File: src/rtl/sync_hs_pkg.sv
// Shared types and default constants for the 4-phase handshake transmitter.
package sync_hs_pkg;

  localparam int DEF_DWIDTH  = 8;
  localparam int DEF_DEPTH   = 4;
  localparam int DEF_TIMEOUT = 255;

  typedef enum logic [1:0] {
    ST_IDLE     = 2'd0,
    ST_REQ      = 2'd1,
    ST_WAIT_LOW = 2'd2
  } hs_state_e;

endpackage

File: src/rtl/sync_hs_fifo.sv
// Single-clock FIFO with registered pointers and level; head word is read
// directly from the array and captured by the consumer's own register.
module sync_hs_fifo
  import sync_hs_pkg::*;
#(
  parameter int DWIDTH = DEF_DWIDTH,
  parameter int DEPTH  = DEF_DEPTH,
  localparam int AW    = $clog2(DEPTH),
  localparam int LW    = AW + 1
) (
  input  logic              clk_i,
  input  logic              rstn_o,
  input  logic              push,
  input  logic [DWIDTH-1:0] din,
  input  logic              pop,
  output logic [DWIDTH-1:0] head,
  output logic [LW-1:0]     level
);

  logic [DWIDTH-1:0] mem [DEPTH];
  logic [AW-1:0]     wr_ptr_reg;
  logic [AW-1:0]     rd_ptr_reg;
  logic [LW-1:0]     level_reg;
  logic              do_push;
  logic              do_pop;

  // A full FIFO refuses a push even if a pop happens in the same cycle.
  assign do_push = push && (level_reg != LW'(DEPTH));
  assign do_pop  = pop && (level_reg != '0);

  always_ff @(posedge clk_i) begin
    if (do_push) begin
      mem[wr_ptr_reg] <= din;
    end
  end

  always_ff @(posedge clk_i or posedge rstn_o) begin
    if (rstn_o) begin
      wr_ptr_reg <= '0;
      rd_ptr_reg <= '0;
      level_reg  <= '0;
    end else begin
      if (do_push) begin
        wr_ptr_reg <= wr_ptr_reg + AW'(1);
      end
      if (do_pop) begin
        rd_ptr_reg <= rd_ptr_reg + AW'(1);
      end
      case ({do_push, do_pop})
        2'b10:   level_reg <= level_reg + LW'(1);
        2'b01:   level_reg <= level_reg - LW'(1);
        default: level_reg <= level_reg;
      endcase
    end
  end

  assign head  = mem[rd_ptr_reg];
  assign level = level_reg;

endmodule

File: src/rtl/sync_hs_tx.sv
// Buffered initiator side of a 4-phase req/ack handshake into a synchronizer,
// with a sticky ack-timeout flag and a completed-transfer counter.
module sync_hs_tx
  import sync_hs_pkg::*;
#(
  parameter int DWIDTH  = DEF_DWIDTH,
  parameter int DEPTH   = DEF_DEPTH,
  parameter int TIMEOUT = DEF_TIMEOUT,
  localparam int LW     = $clog2(DEPTH) + 1
) (
  input  logic              clk_i,
  input  logic              rstn_o,
  input  logic              s_vld,
  input  logic [DWIDTH-1:0] s_data,
  output logic              s_rdy,
  output logic              hs_vld,
  output logic [DWIDTH-1:0] hs_data,
  input  logic              hs_ack,
  input  logic              err_clr,
  output logic              err,
  output logic [LW-1:0]     level,
  output logic [15:0]       sent_cnt
);

  localparam int TW = (TIMEOUT > 1) ? $clog2(TIMEOUT + 1) : 1;

  hs_state_e         state_reg;
  hs_state_e         state_next;
  logic [LW-1:0]     fifo_level;
  logic [DWIDTH-1:0] fifo_head;
  logic              fifo_pop;
  logic              load;
  logic              err_set;

  logic              hs_vld_reg;
  logic              hs_vld_next;
  logic [DWIDTH-1:0] hs_data_reg;
  logic [DWIDTH-1:0] hs_data_next;
  logic              err_reg;
  logic              err_next;
  logic [TW-1:0]     tmo_cnt_reg;
  logic [TW-1:0]     tmo_cnt_next;
  logic [15:0]       sent_cnt_reg;
  logic [15:0]       sent_cnt_next;

  assign s_rdy = (fifo_level != LW'(DEPTH));

  sync_hs_fifo #(
    .DWIDTH (DWIDTH),
    .DEPTH  (DEPTH)
  ) u_fifo (
    .clk_i  (clk_i),
    .rstn_o (rstn_o),
    .push   (s_vld && s_rdy),
    .din    (s_data),
    .pop    (fifo_pop),
    .head   (fifo_head),
    .level  (fifo_level)
  );

  // Reset lands in WAIT_LOW so an ack still high from before reset cannot
  // complete a freshly issued request.
  always_ff @(posedge clk_i or posedge rstn_o) begin
    if (rstn_o) begin
      state_reg <= ST_WAIT_LOW;
    end else begin
      state_reg <= state_next;
    end
  end

  always_comb begin
    state_next = state_reg;
    case (state_reg)
      ST_IDLE:     if (fifo_level != '0) state_next = ST_REQ;
      ST_REQ:      if (hs_ack)           state_next = ST_WAIT_LOW;
      ST_WAIT_LOW: if (!hs_ack)          state_next = ST_IDLE;
      default:                           state_next = ST_WAIT_LOW;
    endcase
  end

  always_comb begin
    load          = (state_reg == ST_IDLE) && (state_next == ST_REQ);
    fifo_pop      = (state_reg == ST_REQ) && hs_ack;
    hs_vld_next   = (state_next == ST_REQ);
    hs_data_next  = load ? fifo_head : hs_data_reg;
    sent_cnt_next = fifo_pop ? sent_cnt_reg + 16'd1 : sent_cnt_reg;

    tmo_cnt_next = tmo_cnt_reg;
    if (load) begin
      tmo_cnt_next = '0;
    end else if ((state_reg == ST_REQ) && (tmo_cnt_reg != TW'(TIMEOUT))) begin
      tmo_cnt_next = tmo_cnt_reg + TW'(1);
    end

    // A set in the same cycle as err_clr wins.
    err_set  = (state_reg == ST_REQ) && (tmo_cnt_next == TW'(TIMEOUT));
    err_next = err_set || (err_reg && !err_clr);
  end

  always_ff @(posedge clk_i or posedge rstn_o) begin
    if (rstn_o) begin
      hs_vld_reg   <= 1'b0;
      hs_data_reg  <= '0;
      err_reg      <= 1'b0;
      tmo_cnt_reg  <= '0;
      sent_cnt_reg <= '0;
    end else begin
      hs_vld_reg   <= hs_vld_next;
      hs_data_reg  <= hs_data_next;
      err_reg      <= err_next;
      tmo_cnt_reg  <= tmo_cnt_next;
      sent_cnt_reg <= sent_cnt_next;
    end
  end

  assign hs_vld   = hs_vld_reg;
  assign hs_data  = hs_data_reg;
  assign err      = err_reg;
  assign level    = fifo_level;
  assign sent_cnt = sent_cnt_reg;

endmodule

File: config.mk
export PLATFORM = sky130hd
export DESIGN_NAME = sync_hs_tx
export DESIGN_NICKNAME = d
export VERILOG_FILES = /design/src/rtl/sync_hs_pkg.sv /design/src/rtl/sync_hs_fifo.sv /design/src/rtl/sync_hs_tx.sv
export SDC_FILE = /design/constraint.sdc
export NUM_CORES = 1
export LEC_CHECK = 0
export ABC_AREA = 0
export CORE_ASPECT_RATIO = 1.1
export CORE_UTILIZATION = 59
export DETAILED_ROUTE_END_ITERATION = 10
export PLACE_DENSITY = 0.84
export SLEW_MARGIN = 10
export SYNTH_ARGS = -nofsm -noshare
export SYNTH_HDL_FRONTEND = slang
export SYNTH_SLANG_ARGS = --single-unit
File: constraint.sdc
create_clock -name clk_i -period 4.8 [get_ports clk_i]
set_input_delay 0.96 -clock clk_i [delete_from_list [all_inputs] [get_ports clk_i]]
set_output_delay 0.96 -clock clk_i [all_outputs]
set_load 0.01 [all_outputs]
==> Flow_metrics.wiki, run 1 <==
{| class="wikitable"
! Metric !! Value
|-
| Result of the run || complete, no violations
|-
| Flip-flop cell with the highest count after synthesis || sky130_fd_sc_hd__dfrtp_1
|-
| Standard cell with the maximum stage delay on the critical path || sky130_fd_sc_hd__clkdlybuf4s50_1
|-
| Main combinational cell family by area after synthesis || simple AND/OR/NAND/NOR gates
|-
| Kind of end point of the critical path || register
|-
| Worst min-delay path endpoint || sent_cnt[15]
|-
| Nets || 317
|-
| PnR Total Power || 2.19 mW
|-
| Classification of the worst setup path || primary input to register
|-
| I/O pin total || 43
|-
| Number of resized instances in the post-cts repair step || 0
|-
| Final worst setup slack || 2010 ps
|-
| Routed wire length per instance || 16.0 um
|-
| Total of hold buffers inserted after clock tree synthesis || 0
|-
| Synthesized-area fraction occupied by adder cells || 3.60%
|-
| Compound-gate portion of the synthesized area || 4.87%
|-
| Power share of the sequential group || 45.5%
|-
| Vias per cell || 5.52
|-
| Switching part of the total || 34.2%
|-
| Via count of the first global-routing pass || 2020
|-
| Maximum clock frequency || 358 MHz
|-
| Delay of the slowest cell on the worst path || 570 ps
|-
| Largest fanout on the critical path || 6
|-
| Die Width || 72.9 um
|-
| Aggregate negative setup slack || 0 ps
|-
| Number of sinks driven by the clock tree || 75
|-
| Detailed placer's ending HPWL || 4130 um
|-
| Routability cong. || 0.852
|-
| Core Footprint || 5360 um2
|-
| Register-to-Register Path Depth || 9
|-
| Origin of the worst min-delay path || sent_cnt[15]
|-
| Setup slack of the worst register-to-register path || 2260 ps
|-
| Layout-stage area growth over the synthesis result || 21.6%
|-
| Via count || 2077
|-
| Worst endpoint required time || 5070 ps
|-
| Startpoint of the worst register-to-register path || state_reg[0]
|-
| Worst slew margin || 58.4%
|-
| Minimum clock period after layout || 2790 ps
|-
| Total global routing track utilization || 23.0%
|-
| Number of search-and-repair iterations in the first detailed-routing pass || 5
|-
| Buffers on Ports || 42
|-
| Sum of overflow across all layers after global routing || 0
|-
| Largest register FFs || 32
|-
| Sum of routed wire length over all layers || 6000 um
|-
| Hold crit path type || register to register
|-
| Number of instances in the synthesized netlist || 247
|-
| Area leader, netlist || sky130_fd_sc_hd__dfrtp_1
|-
| Top cells by area, synth || sky130_fd_sc_hd__dfrtp_1 32%, sky130_fd_sc_hd__edfxtp_1 29%, sky130_fd_sc_hd__mux4_2 5.5%, sky130_fd_sc_hd__nand2_1 4.3%, sky130_fd_sc_hd__xnor2_1 3.8%
|-
| Post-synthesis cell type count || 48
|-
| First-pass GRT wire length || 9780 um
|-
| Switching pwr || 0.747 mW
|-
| Total standard cell area after synthesis || 3260 um2
|-
| List of most frequent post-synthesis cells || 42 x sky130_fd_sc_hd__dfrtp_1, 37 x sky130_fd_sc_hd__nand2_1, 32 x sky130_fd_sc_hd__edfxtp_1, 14 x sky130_fd_sc_hd__xnor2_1
|-
| Drt initial violations || 136
|-
| Number of buffers inserted by post-CTS setup repair || 0
|-
| Share of power burned in the clock network || 23.3%
|-
| Max Transition Viols Final || 0
|-
| Xor and xnor area share after synthesis || 5.90%
|-
| Final worst-path cycle share || 58.2%
|-
| Multiplexer share of the synthesized area || 6.83%
|-
| Number of fillers in the final layout || 361
|-
| Count of state elements after synthesis || 75
|-
| Synthesized area divided by synthesized cell count || 13.2 um2
|-
| End-of-flow core utilization || 74.0%
|-
| Most numerous cell in the Yosys netlist || sky130_fd_sc_hd__dfrtp_1
|-
| Number of enable-type register cells in the synthesized netlist || 32
|-
| Yosys warns || 0
|-
| Starting density of the core || 60.9%
|-
| Full die area || 5830 um2
|-
| Standard-cell row count || 28
|-
| Data arrival time at the worst-slack endpoint || 3060 ps
|-
| Post-Route Skew || 14.5 ps
|-
| Combinational cell fraction of total power || 31.2%
|-
| Setup violators final || 0
|-
| CTS tree || yes
|-
| Clock latency at the later pin of the worst-skew pair || 360 ps
|-
| # H-tree levels || 3
|-
| Die Span Y || 80 um
|-
| Hold Violations, Final || 0
|-
| Antenna-violating nets left || 0
|-
| Worst-path cell chain || clkdlybuf4s50_1 > nand2_1 > nor2_1 > ha_1 > inv_1 > fa_1 > xor2_1 > nor2_1 > xor2_1
|-
| Slew at the pin with the worst max-slew slack || 619 ps
|-
| Hold Path Cell Cnt || 1
|-
| Post-placement setup slack || 1660 ps
|-
| Post-synthesis sequential area ratio || 62.5%
|-
| Synth Area in Simple Gates || 14.0%
|-
| Async set-or-reset flop fraction in the synthesized netlist || 57.3%
|-
| Diodes inserted || 0
|-
| Initial antenna violation count || 0
|-
| Number of design rule violations left after detail routing || 0
|-
| Ratio of total power to cell area || 551 nW/um2
|-
| Reg2Reg Capture Point || u_fifo.level[2]
|-
| Cell leakage power || 1.61 nW
|-
| Internal || 1.44 mW
|-
| Syn_nets || 268
|-
| Startpoint type of the worst setup path || primary input
|-
| Clk Tree Root Cell || sky130_fd_sc_hd__clkbuf_8
|-
| Largest net degree at the start of global routing || 44
|-
| VDD IR-drop max || 0.362 mV
|-
| Area fraction of the dominant cell type after synthesis || 32.2%
|-
| Max-capacitance violation count || 0
|-
| Clock-pin slew of the registers on the worst-case setup and hold paths || 90 ps
|-
| CTS Buffer Depth || 2
|-
| Fraction of layout instances using a drive strength above 1 || 11.6%
|-
| Setup repair after global routing missed its margin || no
|-
| Number of CTS-inserted buffers || 9
|}
## power by group through the flow
stage	Sequential (mW)	Clock (mW)	Combinational, mW
finish	0.994	0.510	0.682
global route	1.02	0.538	0.746
CTS	0.994	0.514	0.686
detailed placement	1.00	0	0.685
global placement	0.998	0	0.655
floorplan	0.974	0	0.429
## layer usage
layer	vias to the layer above	track usage, %	share of wire [%]
li1	980	-	-
met1	1034	31.1	44
met2	50	34.9	50
met3	13	5.43	3.7
met4	0	11.4	2.2
met5	-	0	0
## metrics by stage
stage                     hold WS, ps  instance area [um2]  std cells
after floorplan                   504                 3260        247
after global placement            459                 3760        360
after detailed placement          460                 3760        360
after CTS                         475                 3970        376
after global routing              505                 3970        376
final                             476                 3970        376
## cell type report
class | count | area, um2 | share of cell area [%]
tap | 75 | 93.8 | 2.37
clock buffer | 9 | 124 | 3.12
inverter | 12 | 45.0 | 1.14
multi-input combinational | 154 | 1150 | 28.9
timing repair buffer | 44 | 435 | 11.0
clock inverter | 7 | 83.8 | 2.11
sequential | 75 | 2040 | 51.4
## how the worst max path moves through the flow
stage,startpoint,to,slack [ps],cells after the start
2_1_floorplan,hs_ack,u_fifo.level[2],2490,8
3_3_place_gp,hs_ack,u_fifo.level[2],1770,9
3_5_place_dp,hs_ack,u_fifo.level[2],1660,9
4_1_cts,hs_ack,u_fifo.level[2],2030,9
5_1_grt,hs_ack,u_fifo.level[2],1870,9
6_report,hs_ack,u_fifo.level[2],2010,9
## worst max-delay path, delay by kind of cell
kind | cells | cell delay [ps]
and+or+nand+nor | 3 | 540
buffers and inverters | 2 | 630
xor gates and xnor gates | 2 | 310
adders and majority gates | 2 | 630
## logic make-up (layout without fill, tap and decap cells)
logic type      count (synthesis)  count (layout)
simple gates                   90              90
flops                          75              75
buf+inv                        18              72
compound gates                 21              21
fa+ha+maj                       9               9
mux                            12              12
xor+xnor                       22              22
## placed cells by master, fill, tap and decap left out, types with 7 or more instances in the layout
master / count
sky130_fd_sc_hd__clkdlybuf4s50_1: 42
sky130_fd_sc_hd__nand3_1: 8
sky130_fd_sc_hd__xnor2_1: 14
sky130_fd_sc_hd__ha_1: 7
sky130_fd_sc_hd__xor2_1: 8
sky130_fd_sc_hd__inv_1: 11
sky130_fd_sc_hd__nor2_1: 12
sky130_fd_sc_hd__edfxtp_1: 32
sky130_fd_sc_hd__clkbuf_8: 9
sky130_fd_sc_hd__nand2_1: 37
sky130_fd_sc_hd__mux4_2: 8
sky130_fd_sc_hd__dfrtp_1: 42
Power figures use the tool's default switching activity.
==> inputs of run 2 (changes only) <==
CORE_UTILIZATION = 54   (was 59)
PLACE_DENSITY = 0.77   (was 0.84)
clock period = 2.8 ns   (was 4.8 ns; I/O delays follow)
==> Flow_metrics.wiki, run 2 (same netlist as run 1, synthesis figures left out) <==
{| class="wikitable"
! Metric !! Value
|-
| Buffers on Ports || 42 (unchanged)
|-
| Post-placement setup slack || 231 ps (was 1660 ps)
|-
| Startpoint type of the worst setup path || register (was primary input)
|-
| Clock-pin slew of the registers on the worst-case setup and hold paths || 80 ps (was 90 ps)
|-
| Internal || 2.55 mW (was 1.44 mW)
|-
| Commonest cells after routing, fill and taps aside || 42 x sky130_fd_sc_hd__dfrtp_1, 42 x sky130_fd_sc_hd__clkdlybuf4s50_1, 37 x sky130_fd_sc_hd__nand2_1 (unchanged)
|-
| PnR Total Power || 3.76 mW (was 2.19 mW)
|-
| Result of the run || complete, no violations (unchanged)
|-
| Setup violators final || 0 (unchanged)
|-
| Die Width || 76.1 um (was 72.9 um)
|-
| Detailed placer's ending HPWL || 4120 um (was 4130 um)
|-
| Layout-stage area growth over the synthesis result || 22.7% (was 21.6%)
|-
| Initial antenna violation count || 0 (unchanged)
|-
| Routed wire length per instance || 15.1 um (was 16.0 um)
|-
| Vias per cell || 5.39 (was 5.52)
|-
| Number of design rule violations left after detail routing || 0 (unchanged)
|-
| Hold Violations, Final || 0 (unchanged)
|-
| Max-capacitance violation count || 0 (unchanged)
|-
| Switching part of the total || 32.2% (was 34.2%)
|-
| Die Span Y || 83.5 um (was 80 um)
|-
| Number of resized instances in the post-cts repair step || 0 (unchanged)
|-
| Largest fanout on the critical path || 10 (was 6)
|-
| Ratio of total power to cell area || 940 nW/um2 (was 551 nW/um2)
|-
| First-pass GRT wire length || 9510 um (was 9780 um)
|-
| Kind of end point of the critical path || register (unchanged)
|-
| Final worst-path cycle share || 87.6%
|-
| Antenna-violating nets left || 0 (unchanged)
|-
| # H-tree levels || 3 (unchanged)
|-
| Clock latency at the later pin of the worst-skew pair || 340 ps (was 360 ps)
|-
| Drt initial violations || 95 (was 136)
|-
| Diodes inserted || 0 (unchanged)
|-
| Largest register FFs || 32 (unchanged)
|-
| Max Transition Viols Final || 0 (unchanged)
|-
| Fraction of layout instances using a drive strength above 1 || 12.2% (was 11.6%)
|-
| Hold crit path type || primary input to asynchronous set/reset pin (was register to register)
|-
| Minimum clock period after layout || 2450 ps
|-
| Number of search-and-repair iterations in the first detailed-routing pass || 5 (unchanged)
|-
| Sum of routed wire length over all layers || 5760 um (was 6000 um)
|-
| Slew at the pin with the worst max-slew slack || 570 ps (was 619 ps)
|-
| I/O pin total || 43 (unchanged)
|-
| Worst endpoint required time || 3060 ps (was 5070 ps)
|-
| Combinational cell fraction of total power || 31.0% (was 31.2%)
|-
| Starting density of the core || 56.2% (was 60.9%)
|-
| Number of buffers inserted by post-CTS setup repair || 0 (unchanged)
|-
| Cell leakage power || 1.63 nW (was 1.61 nW)
|-
| Largest net degree at the start of global routing || 25 (was 44)
|-
| Core Footprint || 5810 um2 (was 5360 um2)
|-
| Setup repair after global routing missed its margin || no (unchanged)
|-
| VDD IR-drop max || 0.739 mV (was 0.362 mV)
|-
| Routability cong. || 0.787 (was 0.852)
|-
| Via count || 2052 (was 2077)
|-
| Final worst setup slack || 347 ps (was 2010 ps)
|-
| Number of sinks driven by the clock tree || 75 (unchanged)
|-
| Nets || 320 (was 317)
|-
| CTS Buffer Depth || 2 (unchanged)
|-
| Sum of overflow across all layers after global routing || 0 (unchanged)
|-
| Share of power burned in the clock network || 23.8% (was 23.3%)
|-
| Inst Count DP || 365 (was 360)
|-
| Data arrival time at the worst-slack endpoint || 2710 ps (was 3060 ps)
|-
| Maximum clock frequency || 408 MHz
|-
| Switching pwr || 1.21 mW (was 0.747 mW)
|-
| Power share of the sequential group || 45.1% (was 45.5%)
|-
| Clk Tree Root Cell || sky130_fd_sc_hd__clkbuf_8 (unchanged)
|-
| Total global routing track utilization || 20.1% (was 23.0%)
|-
| Number of CTS-inserted buffers || 9 (unchanged)
|-
| CTS tree || yes (unchanged)
|-
| Worst slew margin || 62.0% (was 58.4%)
|-
| Full die area || 6360 um2 (was 5830 um2)
|-
| Standard-cell row count || 29 (was 28)
|-
| Summed area of non-filler cells in the final layout || 4000 um2 (was 3970 um2)
|-
| Worst hold margin || 432 ps (was 476 ps)
|-
| Post-Route Skew || 6.69 ps (was 14.5 ps)
|-
| Via count of the first global-routing pass || 1987 (was 2020)
|-
| End-of-flow core utilization || 68.9% (was 74.0%)
|-
| Classification of the worst setup path || register to register (was primary input to register)
|-
| Aggregate negative setup slack || 0 ps (unchanged)
|-
| Instance area after placement || 3780 um2 (was 3760 um2)
|-
| Total of hold buffers inserted after clock tree synthesis || 0 (unchanged)
|-
| Cell Count, Final, Fillers Out || 381 (was 376)
|}
## run 2: final cells by class
class	instances	area, um2
Fill cell	441	1800
Inverter	12	45.0
Multi-Input combinational cell	154	1150
Sequential cell	75	2040
Timing Repair Buffer	47	458
Clock inverter	6	90.1
Tap cell	77	96.3
Clock buffer	10	128
## run 2: worst max-delay path, stage by stage (launching register included)
cell,delay [ps]
sky130_fd_sc_hd__dfrtp_1,440
sky130_fd_sc_hd__and2b_1,380
sky130_fd_sc_hd__nand2_1,210
sky130_fd_sc_hd__nor2_1,250
sky130_fd_sc_hd__ha_1,230
sky130_fd_sc_hd__inv_1,60
sky130_fd_sc_hd__fa_1,390
sky130_fd_sc_hd__xor2_1,150
sky130_fd_sc_hd__nor2_1,110
sky130_fd_sc_hd__xor2_1,160
## run 2: worst paths after layout
| check | to | startpoint | slack (ps) | cells after the start |
|---|---|---|---|---|
| max in group asynchronous | state_reg[1] | rstn_o | 1750 | 3 |
| min in group clk_i | sent_cnt[15] | sent_cnt[15] | 470 | 1 |
| hold reg to reg | sent_cnt[15] | sent_cnt[15] | 470 | 1 |
| setup / recovery | u_fifo.level[2] | state_reg[0] | 350 | 9 |
| setup reg to reg | u_fifo.level[2] | state_reg[0] | 350 | 9 |
| hold / removal | u_fifo.level[0] | rstn_o | 430 | 2 |
## run 2: per-layer routing
| metal | up-vias | track usage [%] | wire [um] |
|---|---|---|---|
| li1 | 986 | - | - |
| met1 | 1013 | 27.0 | 2660 |
| met2 | 40 | 30.4 | 2770 |
| met3 | 13 | 5.68 | 202 |
| met4 | 0 | 9.44 | 131 |
| met5 | - | 0 | 0 |
## run 2: power by group through the flow
stage	combinational, mW	clock (mW)	sequential (mW)
finish	1.17	0.896	1.70
global route	1.29	0.961	1.74
CTS	1.18	0.918	1.70
detailed placement	1.18	0	1.72
global placement	1.13	0	1.71
floorplan	0.735	0	1.67
==> inputs of run 3 (changes only) <==
CORE_ASPECT_RATIO = default   (was 1.1)
==> Flow_metrics.wiki, run 3 (same netlist as run 1, synthesis figures left out) <==
{| class="wikitable"
! Metric !! Value
|-
| Result of the run || complete, no violations (unchanged)
|-
| Die Width || 79.7 um (was 76.1 um)
|-
| Switching pwr || 1.19 mW (was 1.21 mW)
|-
| Nets || 319 (was 320)
|-
| Combinational cell fraction of total power || 31.3% (was 31.0%)
|-
| Summed area of non-filler cells in the final layout || 3990 um2 (was 4000 um2)
|-
| Minimum clock period after layout || 2500 ps (was 2450 ps)
|-
| Core Footprint || 5680 um2 (was 5810 um2)
|-
| Max-capacitance violation count || 0 (unchanged)
|-
| Number of sinks driven by the clock tree || 75 (unchanged)
|-
| Buffers on Ports || 42 (unchanged)
|-
| Die Span Y || 79.7 um (was 83.5 um)
|-
| Detailed placer's ending HPWL || 4110 um (was 4120 um)
|-
| Post-Route Skew || 5.52 ps (was 6.69 ps)
|-
| Switching part of the total || 32.0% (was 32.2%)
|-
| Fraction of layout instances using a drive strength above 1 || 11.6% (was 12.2%)
|-
| Setup repair after global routing missed its margin || no (unchanged)
|-
| Layout-stage area growth over the synthesis result || 22.1% (was 22.7%)
|-
| Routability cong. || 0.841 (was 0.787)
|-
| CTS Buffer Depth || 2 (unchanged)
|-
| Number of fillers in the final layout || 404 (was 441)
|-
| Routed wire length per instance || 15.5 um (was 15.1 um)
|-
| Clk Tree Root Cell || sky130_fd_sc_hd__clkbuf_8 (unchanged)
|-
| Worst slew margin || 62.5% (was 62.0%)
|-
| Sum of overflow across all layers after global routing || 0 (unchanged)
|-
| Kind of end point of the critical path || register (unchanged)
|-
| Total of hold buffers inserted after clock tree synthesis || 0 (unchanged)
|-
| PnR Total Power || 3.73 mW (was 3.76 mW)
|-
| Max Transition Viols Final || 0 (unchanged)
|-
| Standard-cell row count || 27 (was 29)
|-
| Post-placement setup slack || 175 ps (was 231 ps)
|-
| Maximum clock frequency || 399 MHz (was 408 MHz)
|-
| Number of search-and-repair iterations in the first detailed-routing pass || 4 (was 5)
|-
| Full die area || 6360 um2 (about the same)
|-
| Cell Count, Final, Fillers Out || 375 (was 381)
|-
| Worst endpoint required time || 3060 ps (about the same)
|-
| Final worst setup slack || 296 ps (was 347 ps)
|-
| Data arrival time at the worst-slack endpoint || 2760 ps (was 2710 ps)
|-
| Number of buffers inserted by post-CTS setup repair || 0 (unchanged)
|-
| Sum of routed wire length over all layers || 5810 um (was 5760 um)
|-
| Clock-pin slew of the registers on the worst-case setup and hold paths || 70 ps (was 80 ps)
|-
| Slew at the pin with the worst max-slew slack || 563 ps (was 570 ps)
|-
| Via count || 2039 (was 2052)
|-
| Aggregate negative setup slack || 0 ps (unchanged)
|-
| Total global routing track utilization || 21.5% (was 20.1%)
|-
| Via count of the first global-routing pass || 2073 (was 1987)
|-
| Share of power burned in the clock network || 23.4% (was 23.8%)
|-
| Final worst-path cycle share || 89.4% (was 87.6%)
|-
| Initial antenna violation count || 0 (unchanged)
|-
| Clock latency at the later pin of the worst-skew pair || 340 ps (about the same)
|-
| Number of design rule violations left after detail routing || 0 (unchanged)
|-
| VDD IR-drop max || 0.625 mV (was 0.739 mV)
|-
| Ratio of total power to cell area || 935 nW/um2 (was 940 nW/um2)
|-
| Worst hold margin || 475 ps (was 432 ps)
|-
| Number of resized instances in the post-cts repair step || 0 (unchanged)
|-
| Diodes inserted || 0 (unchanged)
|-
| CTS tree || yes (unchanged)
|-
| # H-tree levels || 3 (unchanged)
|-
| Antenna-violating nets left || 0 (unchanged)
|-
| Cell leakage power || 1.63 nW (about the same)
|-
| Internal || 2.54 mW (was 2.55 mW)
|-
| Classification of the worst setup path || register to register (unchanged)
|-
| Instance area after placement || 3770 um2 (was 3780 um2)
|-
| First-pass GRT wire length || 9930 um (was 9510 um)
|-
| Largest fanout on the critical path || 10 (unchanged)
|-
| Power share of the sequential group || 45.3% (was 45.1%)
|-
| Starting density of the core || 57.5% (was 56.2%)
|-
| I/O pin total || 43 (unchanged)
|-
| Commonest cells after routing, fill and taps aside || 42 x sky130_fd_sc_hd__dfrtp_1, 42 x sky130_fd_sc_hd__clkdlybuf4s50_1, 37 x sky130_fd_sc_hd__nand2_1 (unchanged)
|-
| Setup violators final || 0 (unchanged)
|-
| Vias per cell || 5.44 (was 5.39)
|-
| Hold crit path type || register to register (was primary input to asynchronous set/reset pin)
|-
| Inst Count DP || 359 (was 365)
|-
| Number of CTS-inserted buffers || 9 (unchanged)
|-
| Drt initial violations || 97 (was 95)
|-
| Setup slack of the worst register-to-register path || 300 ps (was 350 ps)
|-
| Startpoint type of the worst setup path || register (unchanged)
|-
| Largest register FFs || 32 (unchanged)
|-
| Hold Violations, Final || 0 (unchanged)
|-
| End-of-flow core utilization || 70.2% (was 68.9%)
|-
| Largest net degree at the start of global routing || 44 (was 25)
|}
## run 3: cell types whose count changed in the layout (fill, tap and decap cells not counted)
cell and change:
sky130_fd_sc_hd__clkinvlp_4 -1, sky130_fd_sc_hd__clkbuf_16 +1, sky130_fd_sc_hd__buf_4 -1, sky130_fd_sc_hd__bufinv_16 -1
sky130_fd_sc_hd__clkbuf_8 +1, sky130_fd_sc_hd__inv_6 -1, sky130_fd_sc_hd__clkbuf_1 +1
## run 3: layout make-up
cell class | count | area [um2] | area share (%)
clock buffers | 13 | 170 | 4.27
clock inverters | 3 | 43.8 | 1.10
inverters | 12 | 45.0 | 1.13
multi-input cells | 154 | 1150 | 28.8
flip-flops and latches | 75 | 2040 | 51.1
well taps | 72 | 90.1 | 2.26
repair buffers | 46 | 450 | 11.3
## run 3: power groups by stage
stage | combinational (mW) | sequential (mW) | clock [mW]
finish | 1.17 | 1.69 | 0.872
CTS | 1.18 | 1.69 | 0.881
global placement | 1.13 | 1.70 | 0
detailed placement | 1.17 | 1.72 | 0
global route | 1.30 | 1.73 | 0.934
floorplan | 0.735 | 1.67 | 0
## run 3: worst paths after layout
kind,from,to,cells past startpoint
max in group asynchronous,rstn_o,hs_data[5],3
setup reg to reg,state_reg[0],u_fifo.level[2],9
min in group asynchronous,rstn_o,u_fifo.level[2],3
hold reg to reg,sent_cnt[15],sent_cnt[15],1
setup / recovery,state_reg[0],u_fifo.level[2],9
hold / removal,sent_cnt[15],sent_cnt[15],1
## run 3: routing by layer
metal	up-vias	global-route usage (%)	wire [um]
met5	-	0	0
met4	0	11.1	123
met2	53	32.4	2740
met1	994	29.3	2720
met3	10	5.14	225
li1	982	-	-
## run 3: worst max-delay path, stage by stage (launching register included)
cell and delay, ps:
sky130_fd_sc_hd__dfrtp_1 440, sky130_fd_sc_hd__and2b_1 380, sky130_fd_sc_hd__nand2_1 210, sky130_fd_sc_hd__nor2_1 270, sky130_fd_sc_hd__ha_1 230, sky130_fd_sc_hd__inv_1 70, sky130_fd_sc_hd__fa_1 390, sky130_fd_sc_hd__xor2_1 160
sky130_fd_sc_hd__nor2_1 110, sky130_fd_sc_hd__xor2_1 170
